<file path="src/rtl/bancoreg_pkg.sv">
// bancoreg_pkg: shared types, default sizes and port-slicing helper for the register bank
package bancoreg_pkg;
  localparam int DEF_DATA_W = 32;
  localparam int DEF_ADDR_W = 5;
  localparam int DEF_NUM_RD = 2;
  typedef enum logic {ST_IDLE, ST_CLEAR} state_t;
  function automatic int lsb(input int k, input int w);
    return k * w;
  endfunction
endpackage

</file>
<file path="src/rtl/bancoreg_rdport.sv">
// bancoreg_rdport: one combinational read port with zero register, writeback bypass and clear masking
module bancoreg_rdport #(
  parameter int DATA_W = 32,
  parameter int ADDR_W = 5
) (
  input  logic [ADDR_W-1:0] addr,
  input  logic              clearing,
  input  logic              wr_en,
  input  logic [ADDR_W-1:0] wr_addr,
  input  logic [DATA_W-1:0] wr_data,
  input  logic [DATA_W-1:0] reg_data,
  input  logic              pend,
  output logic [DATA_W-1:0] data,
  output logic              ready
);
  // clear masks everything, r0 is constant zero, a matching writeback forwards its value
  always_comb begin
    data  = (clearing || addr == '0) ? '0 : (wr_en && wr_addr == addr) ? wr_data : reg_data;
    ready = clearing ? 1'b0 : (addr == '0 || (wr_en && wr_addr == addr)) ? 1'b1 : !pend;
  end
endmodule

</file>
<file path="src/rtl/bancoreg_mp.sv">
// bancoreg_mp: multi-read-port register file with bypass, pending bits and sequenced bulk clear
module bancoreg_mp
  import bancoreg_pkg::*;
#(
  parameter int DATA_W = DEF_DATA_W,
  parameter int ADDR_W = DEF_ADDR_W,
  parameter int NUM_RD = DEF_NUM_RD
) (
  input  logic                       clock,
  input  logic                       reset_n,
  input  logic [NUM_RD*ADDR_W-1:0]   rd_addr,
  output logic [NUM_RD*DATA_W-1:0]   rd_data,
  output logic [NUM_RD-1:0]          rd_ready,
  input  logic                       wr_en,
  input  logic [ADDR_W-1:0]          wr_addr,
  input  logic [DATA_W-1:0]          wr_data,
  input  logic                       issue_en,
  input  logic [ADDR_W-1:0]          issue_addr,
  input  logic                       clear_req,
  output logic                       clear_busy
);
  localparam int DEPTH = 1 << ADDR_W;
  localparam logic [ADDR_W-1:0] LAST = ADDR_W'(DEPTH - 1);
  logic [DATA_W-1:0] regs [DEPTH];
  logic [DEPTH-1:0]  pending;
  logic [ADDR_W-1:0] cnt;
  state_t            state;
  assign clear_busy = state == ST_CLEAR;
  // storage, pending bits and clear sequencer; the clear walks r1..r(DEPTH-1) and holds the counter at the end
  always_ff @(posedge clock or negedge reset_n) begin
    if (!reset_n) begin
      for (int i = 0; i < DEPTH; i++) regs[i] <= '0;
      pending <= '0;
      cnt     <= '0;
      state   <= ST_IDLE;
    end else if (state == ST_CLEAR) begin
      regs[cnt] <= '0;
      cnt       <= (cnt == LAST) ? cnt : cnt + 1'b1;
      state     <= (cnt == LAST) ? ST_IDLE : ST_CLEAR;
    end else if (clear_req) begin
      pending <= '0;
      cnt     <= ADDR_W'(1);
      state   <= ST_CLEAR;
    end else begin
      if (wr_en && wr_addr != '0) begin
        regs[wr_addr]    <= wr_data;
        pending[wr_addr] <= 1'b0;
      end
      if (issue_en && issue_addr != '0) pending[issue_addr] <= 1'b1;
    end
  end
  for (genvar k = 0; k < NUM_RD; k++) begin : g_rd
    logic [ADDR_W-1:0] a;
    assign a = rd_addr[lsb(k, ADDR_W) +: ADDR_W];
    bancoreg_rdport #(.DATA_W(DATA_W), .ADDR_W(ADDR_W)) u_rd (
      .addr     (a),
      .clearing (clear_busy),
      .wr_en    (wr_en),
      .wr_addr  (wr_addr),
      .wr_data  (wr_data),
      .reg_data (regs[a]),
      .pend     (pending[a]),
      .data     (rd_data[lsb(k, DATA_W) +: DATA_W]),
      .ready    (rd_ready[k])
    );
  end
endmodule

</file>
<file path="config.mk">
export PLATFORM = sky130hd
export DESIGN_NAME = bancoreg_mp
export DESIGN_NICKNAME = d
export VERILOG_FILES = /design/src/rtl/bancoreg_pkg.sv /design/src/rtl/bancoreg_rdport.sv /design/src/rtl/bancoreg_mp.sv
export SDC_FILE = /design/constraint.sdc
export NUM_CORES = 2
export LEC_CHECK = 0
export BUFFER_PORTS_ARGS = -buffer_cell sky130_fd_sc_hd__buf_2
export CAP_MARGIN = 20
export CORE_ASPECT_RATIO = 0.6
export CORE_MARGIN = 3
export CORE_UTILIZATION = 30
export CTS_CLUSTER_SIZE = 24
export DETAILED_ROUTE_END_ITERATION = 6
export SKIP_CTS_REPAIR_TIMING = 1
export SYNTH_ARGS = -nofsm -noshare
export SYNTH_HDL_FRONTEND = slang
export SYNTH_SLANG_ARGS = --single-unit
</file>
<file path="constraint.sdc">
create_clock -name clock -period 2.9 [get_ports clock]
set_clock_uncertainty 0.05 [all_clocks]
set_input_delay 0.58 -clock clock [delete_from_list [all_inputs] [get_ports clock]]
set_output_delay 0.58 -clock clock [all_outputs]
set_load 0.02 [all_outputs]
</file>
# Word-level counts from Yosys, hierarchy flattened
# Index checks and enable logic that the tools add are counted.
[totals] regBits=1062 latchBits=0 mem_bits_rw=0 rom_bits=0 in_bits=57 out_inout_bits=67 word_cells=125 mem_count=0
[op_classes] add_sub_neg=1 multipliers=0 div_mod_pow=0 magnitude_cmp=12 eq_ne=5 shifts=0 muxes=41 n_bitwise=9 n_reduce_logical=22
[op_table] cell="$mux W1024" count=3
[op_table] cell="$and A1024 B1024 Y1024" count=1
[op_table] cell="$bwmux W1024" count=1
[op_table] cell="$not A1024 Y1024" count=1
[op_table] cell="$mux W32" count=15
[op_table] cell="$bmux W32 S5" count=2
[op_table] cell="$demux W32 S5" count=2
[op_table] cell="$and A32 B32 Y32" count=1
[op_table] cell="$not A32 Y32" count=1
[op_table] cell="$or A32 B32 Y32" count=1
[op_table] cell="$ge A6 B6 Y1 const B" count=4
[op_table] cell="$lt A5 B6 Y1 const B" count=4
[op_table] cell="$not A5 Y6" count=4
[op_table] cell="$mux W5" count=3
[op_table] cell="$lt A6 B1 Y1 const B" count=2
[op_table] cell="$mux W1" count=11
[op_table] cell="$bmux W1 S5" count=2
[op_table] cell="$demux W1 S5" count=2
[op_table] cell="$eq A5 B5 Y1" count=2
[op_table] cell="$ge A5 B1 Y1 const B" count=2
[op_table] cell="$logic_not A5 Y1" count=2
[op_table] cell="$reduce_bool A5 Y1" count=2
[op_table] cell="$logic_and A1 B1 Y1" count=8
[op_table] cell="$add A5 B1 Y5 const B" count=1
[op_table] cell="other kinds (7)" count=13

# Depth between registers and ports, before layout
[depth] word_depth=12 ltp_mapped=11 mapped_depth_nobuf=6

# Cells and area by module
# Synthesis repeated with hierarchy kept, for this count alone.
[unflattened] hier_cells=5413 area_unflattened_um2=57794.2
[modules_own_cells] module="bancoreg_mp" n_inst=1 cells_per_inst=5161 area_per_inst_um2=56462.9 seq_area_each_um2=26575.5
[modules_own_cells] module="bancoreg_rdport" n_inst=2 cells_per_inst=126 area_per_inst_um2=665.6 seq_area_each_um2=0.0

# Least setup slack after synthesis
# Ideal clock, no wire load.
[synth_path] path_type="input to output" start="input rd_addr[5]" end="output rd_data[34]" arrival_time_ps=2515 setup_slack_ps=-245 stages=8 path_cell_list="buf_4 buf_6 buf_6 xor2_1 nor4_1 nand3_1 clkbuf_1 a211oi_1"
[synth_between] elab_chain_cells=6 elab_cells_between_ends=10 classes_between="eq/ne (1); mux (5); bitwise (1); reduce/logical (3)"
[synth_lines] element="start: declaration" line="bancoreg_mp.sv:11" text="input logic [NUM_RD*ADDR_W-1:0] rd_addr,"
[synth_lines] element="$not A5 Y6 (not written as such)" line="bancoreg_mp.sv:61" text=".reg_data (regs[a]),"
[synth_lines] element="$bmux W32 S5" line="bancoreg_mp.sv:61"
[synth_lines] element="$mux W32 (not written as such) (2 in a row)" line="bancoreg_mp.sv:61"
[synth_lines] element="$mux W32" line="bancoreg_rdport.sv:18" text="data = (clearing || addr == '0) ? '0 : (wr_en && wr_addr == addr) ? wr_data : reg_data;"
[synth_lines] element="$mux W32 (*)" line="bancoreg_rdport.sv:18"
[synth_lines] element="end: declaration" line="bancoreg_mp.sv:12" text="output logic [NUM_RD*DATA_W-1:0] rd_data,"
# Every way passes the cells marked *; elsewhere a longest branch is shown, timed or not. The select of a mux whose other input is x is not followed.

# Worst setup path after layout
[layout_path] start="register regs[253] (netlist bit)" end="output rd_data[61]"
[layout_between] elab_chain_cells=5
[layout_lines] element="start: declaration" line="bancoreg_mp.sv:24" text="logic [DATA_W-1:0] regs [DEPTH];"
[layout_lines] element="start signal: indexed assignment" line="bancoreg_mp.sv:46" text="regs[wr_addr] <= wr_data;"
[layout_lines] element="$bmux W32 S5" line="bancoreg_mp.sv:61"
[layout_lines] element="$mux W32 (not written as such) (2 in a row)" line="bancoreg_mp.sv:61"
[layout_lines] element="$mux W32 (2 in a row)" line="bancoreg_rdport.sv:18"
# No other way between the ends. The select of a mux whose other input is x is not followed.

==> results.cfg <==
[cts]
cts_buffer_depth = 3
cts_tree = done
path_clk_slew_ns = 0.07
cts_sinks = 1062
root_buffer = clkbuf_16
clk_latency_ns = 0.73
cts_buffers = 98
htree_levels = 3

[placement]
dp_hpwl_mm = 168
dp_slack_ns = -0.946
dp.cells = 7071
io_buffer_count = 123
gp_congestion = 0.960

[grt]
grt_pass1_vias = 46600
grt_use_met2_pct = 34.0
antenna_found_initial = 12
grt_max_degree = 100
grt_use_total_pct = 25.8
grt_overflow = 0
grt_pass1_wl_mm = 361
grt_busiest_layer = met1
met3_usage_pct = 13.5
grt.met1_usage_pct = 35.6

[logic_synthesis]
yosys-top-cells-area = dfrtp_1 (47%), mux4_2 (17%), a22o_1 (15%), mux2i_1 (4.7%), clkbuf_1 (2.6%)
synth_commonest_cells = dfrtp_1 (1062), a22o_1 (993), mux4_2 (423), clkbuf_1 (388), mux2i_1 (265)
synth_xor_area_share_pct = 0.202
avgSynthCellArea_sq_um = 12.9
synth_nets = 4428
synth_ff_type = dfrtp_1
synth_area_leader_cell = dfrtp_1
synth_fa_ha_area_share_pct = 0.111
async_flop_share_pct = 100
yosysSeqAreaShare_pct = 47.1
synth_mux_area_share_pct = 22.9
yosysUniqueCellTypes = 61
synth-simple-area-share_pct = 3.87
ys_seq_elements = 1062
synth_top_area_share_pct = 47.1
synth_top_family_by_area = multiplexers
synth_compound_area_share_pct = 21.3
ys_warn_count = 0
synth-edff-count = 0
synthCells = 4366
syn_area_sq_um = 56400
yosysMostFrequentCell = dfrtp_1

[detailed_routing]
ant_nets = 0
wl_per_cell_microns = 35.7
wl_mm = 266
drt-pass1-iter-count = 6
viasPerCell = 6.62
drc = 0
vias = 49300
drtIter0Drc = 8272

[die]
initial_core_util_pct = 30.4
pin_count = 124
num_rows = 122
core-area_sq_um = 186000
fp.dieW_microns = 566
die-area_sq_um = 193000
die_y_microns = 342

[setup_path]
cpPeakStageDelay_ns = 0.61
arrival_ns = 2.89
path_common_cell = mux4_2
cp_slowest_cell = mux4_2
critical_path_class = flop to primary output
path_cells = mux4_2, mux4_2, nand3_1, a31oi_1, buf_4, buf_2
cp.required_ns = 2.27
cp-start-kind = flop
end_kind = primary output
path_max_fanout = 3

[final_layout]
fin_cells = 7441
nets = 4939
nFillCells = 17000
drive_above_1_share_pct = 40.7
syn2layout_area_growth_pct = 31.5

[outcome]
status = finished with violations
violations = setup timing

[pwr]
power.internal_mw = 29.2
vdd_ir_drop_max_v = 0.000500
p_sw_mw = 13.8
clkPwrFrac_pct = 34.3
power_leakage_nw = 32.2
switching_share_pct = 32.1
totalPowerFinal_mw = 43.0
power_density_nw_per_um2 = 581
combinationalPowerShare_pct = 25.2
seqPwrFrac_pct = 40.5

[sta]
period_needed_ns = 3.52
setup_viol = 66
drv_slew = 0
finalHoldViolCount = 0
setup_ws_ns = -0.624
max_freq_mhz = 284
period_share_pct = 122
rsz0062_at_grt = yes
finalSetupTns_ns = -27.66
tightest_slew_ns = 1.26
relSlewSlack_pct = 15.6

[worst_hold_path]
hold_class = primary input to flop

[job]
maxCapViolCount = 0
## registers in the layout (all words and copies together), names as in the netlist
| signal | flops |
|---|---|
| regs | 1024 |
| pending | 32 |
| cnt | 5 |
| clear_busy | 1 |
## power groups by stage
stage               Combinational (mW)  Sequential [mW]  Clock, mW
detailed placement                9.30             17.5          0
global route                      11.1             17.5       15.4
global placement                  9.18             17.5          0
CTS                               9.34             17.3       14.8
floorplan                         4.99             17.1          0
finish                            10.8             17.4       14.8
## final cells by class
class | count | area (sq um) | area share (%)
Multi-Input combinational cell | 2726 | 30500 | 41.2
Sequential cell | 1062 | 26600 | 35.9
Timing Repair Buffer | 983 | 10300 | 13.9
Tap cell | 2480 | 3100 | 4.19
Clock buffer | 139 | 2870 | 3.87
Clock inverter | 42 | 692 | 0.934
Inverter | 6 | 25.0 | 0.0338
Antenna cell | 3 | 7.51 | 0.0101
## placed cells by master, fill, tap and decap left out, types with 14 or more instances in the layout
cell type / n
dfrtp_1: 1058
a22o_1: 993
buf_4: 618
mux4_2: 423
mux2i_1: 225
buf_12: 147
clkbuf_16: 120
nand2_1: 114
buf_6: 105
o21ai_0: 75
nor2_1: 67
buf_2: 56
a21oi_4: 52
nor2_4: 46
a21oi_1: 44
a21oi_2: 41
mux2_2: 40
and2_1: 39
a22oi_1: 32
o22ai_1: 30
mux2i_2: 26
a211oi_4: 24
nand3_1: 23
a221o_1: 23
mux2_1: 22
nor3_2: 22
clkbuf_8: 22
nor2b_1: 19
a221oi_2: 18
buf_8: 18
o21ai_1: 17
clkinv_2: 17
bufinv_16: 17
clkbuf_1: 17
buf_16: 17
nor3_4: 16
mux2i_4: 14
## worst max-delay path, delay by kind of cell, from the launching register on
kind                   cells  cell delay, ns
and+or+nand+nor            1            0.15
buffers and inverters      2            0.36
AOI/OAI and AO/OA          1            0.13
DFF                        1            0.41
muxes                      2            1.10
## metrics by stage
| step | hold WS [ns] | instance area, sq um | util, % |
|---|---|---|---|
| 2_1_floorplan | 0.234 | 56800 | - |
| 3_3_place_gp | 0.425 | 65300 | 35.2 |
| 3_5_place_dp | 0.423 | 65300 | 35.2 |
| 4_1_cts | -0.242 | 68900 | 37.1 |
| 5_1_grt | 0.211 | 74100 | 39.9 |
| 6_report | 0.221 | 74100 | 39.9 |
## layer usage
layer	share of wire [%]	vias up	routed length, microns
met1	39	25800	103000
li1	-	18400	-
met2	40	4418	106000
met3	18	656	46900
met5	0.079	-	211
met4	3.8	12	10200
## path summary, 6_finish.rpt
kind | from | to | slack, ns | depth (start not counted)
min reg2reg | regs[1010]$_DFFE_PN0P_ | regs[1010]$_DFFE_PN0P_ | 0.46 | 1
min in group asynchronous | reset_n | clear_busy$_DFF_PN0_ | 0.37 | 2
max | regs[253]$_DFFE_PN0P_ | rd_data[61] | -0.62 | 6
min | issue_addr[3] | pending[15]$_DFFE_PN0N_ | 0.22 | 3
max reg2reg | cnt[1]$_DFFE_PN0P_ | regs[976]$_DFFE_PN0P_ | 0.14 | 7
max in group asynchronous | reset_n | regs[598]$_DFFE_PN0P_ | 1.37 | 3
## cell families (layout without fill, tap and decap cells)
family	after synthesis	count (layout)
buf+inv	578	1170
fa+ha+maj	5	5
flops	1062	1062
compound gates	1503	1503
simple gates	453	453
xor+xnor	13	13
mux	752	752
other cells	0	3
(Power assumes the default switching activity.)
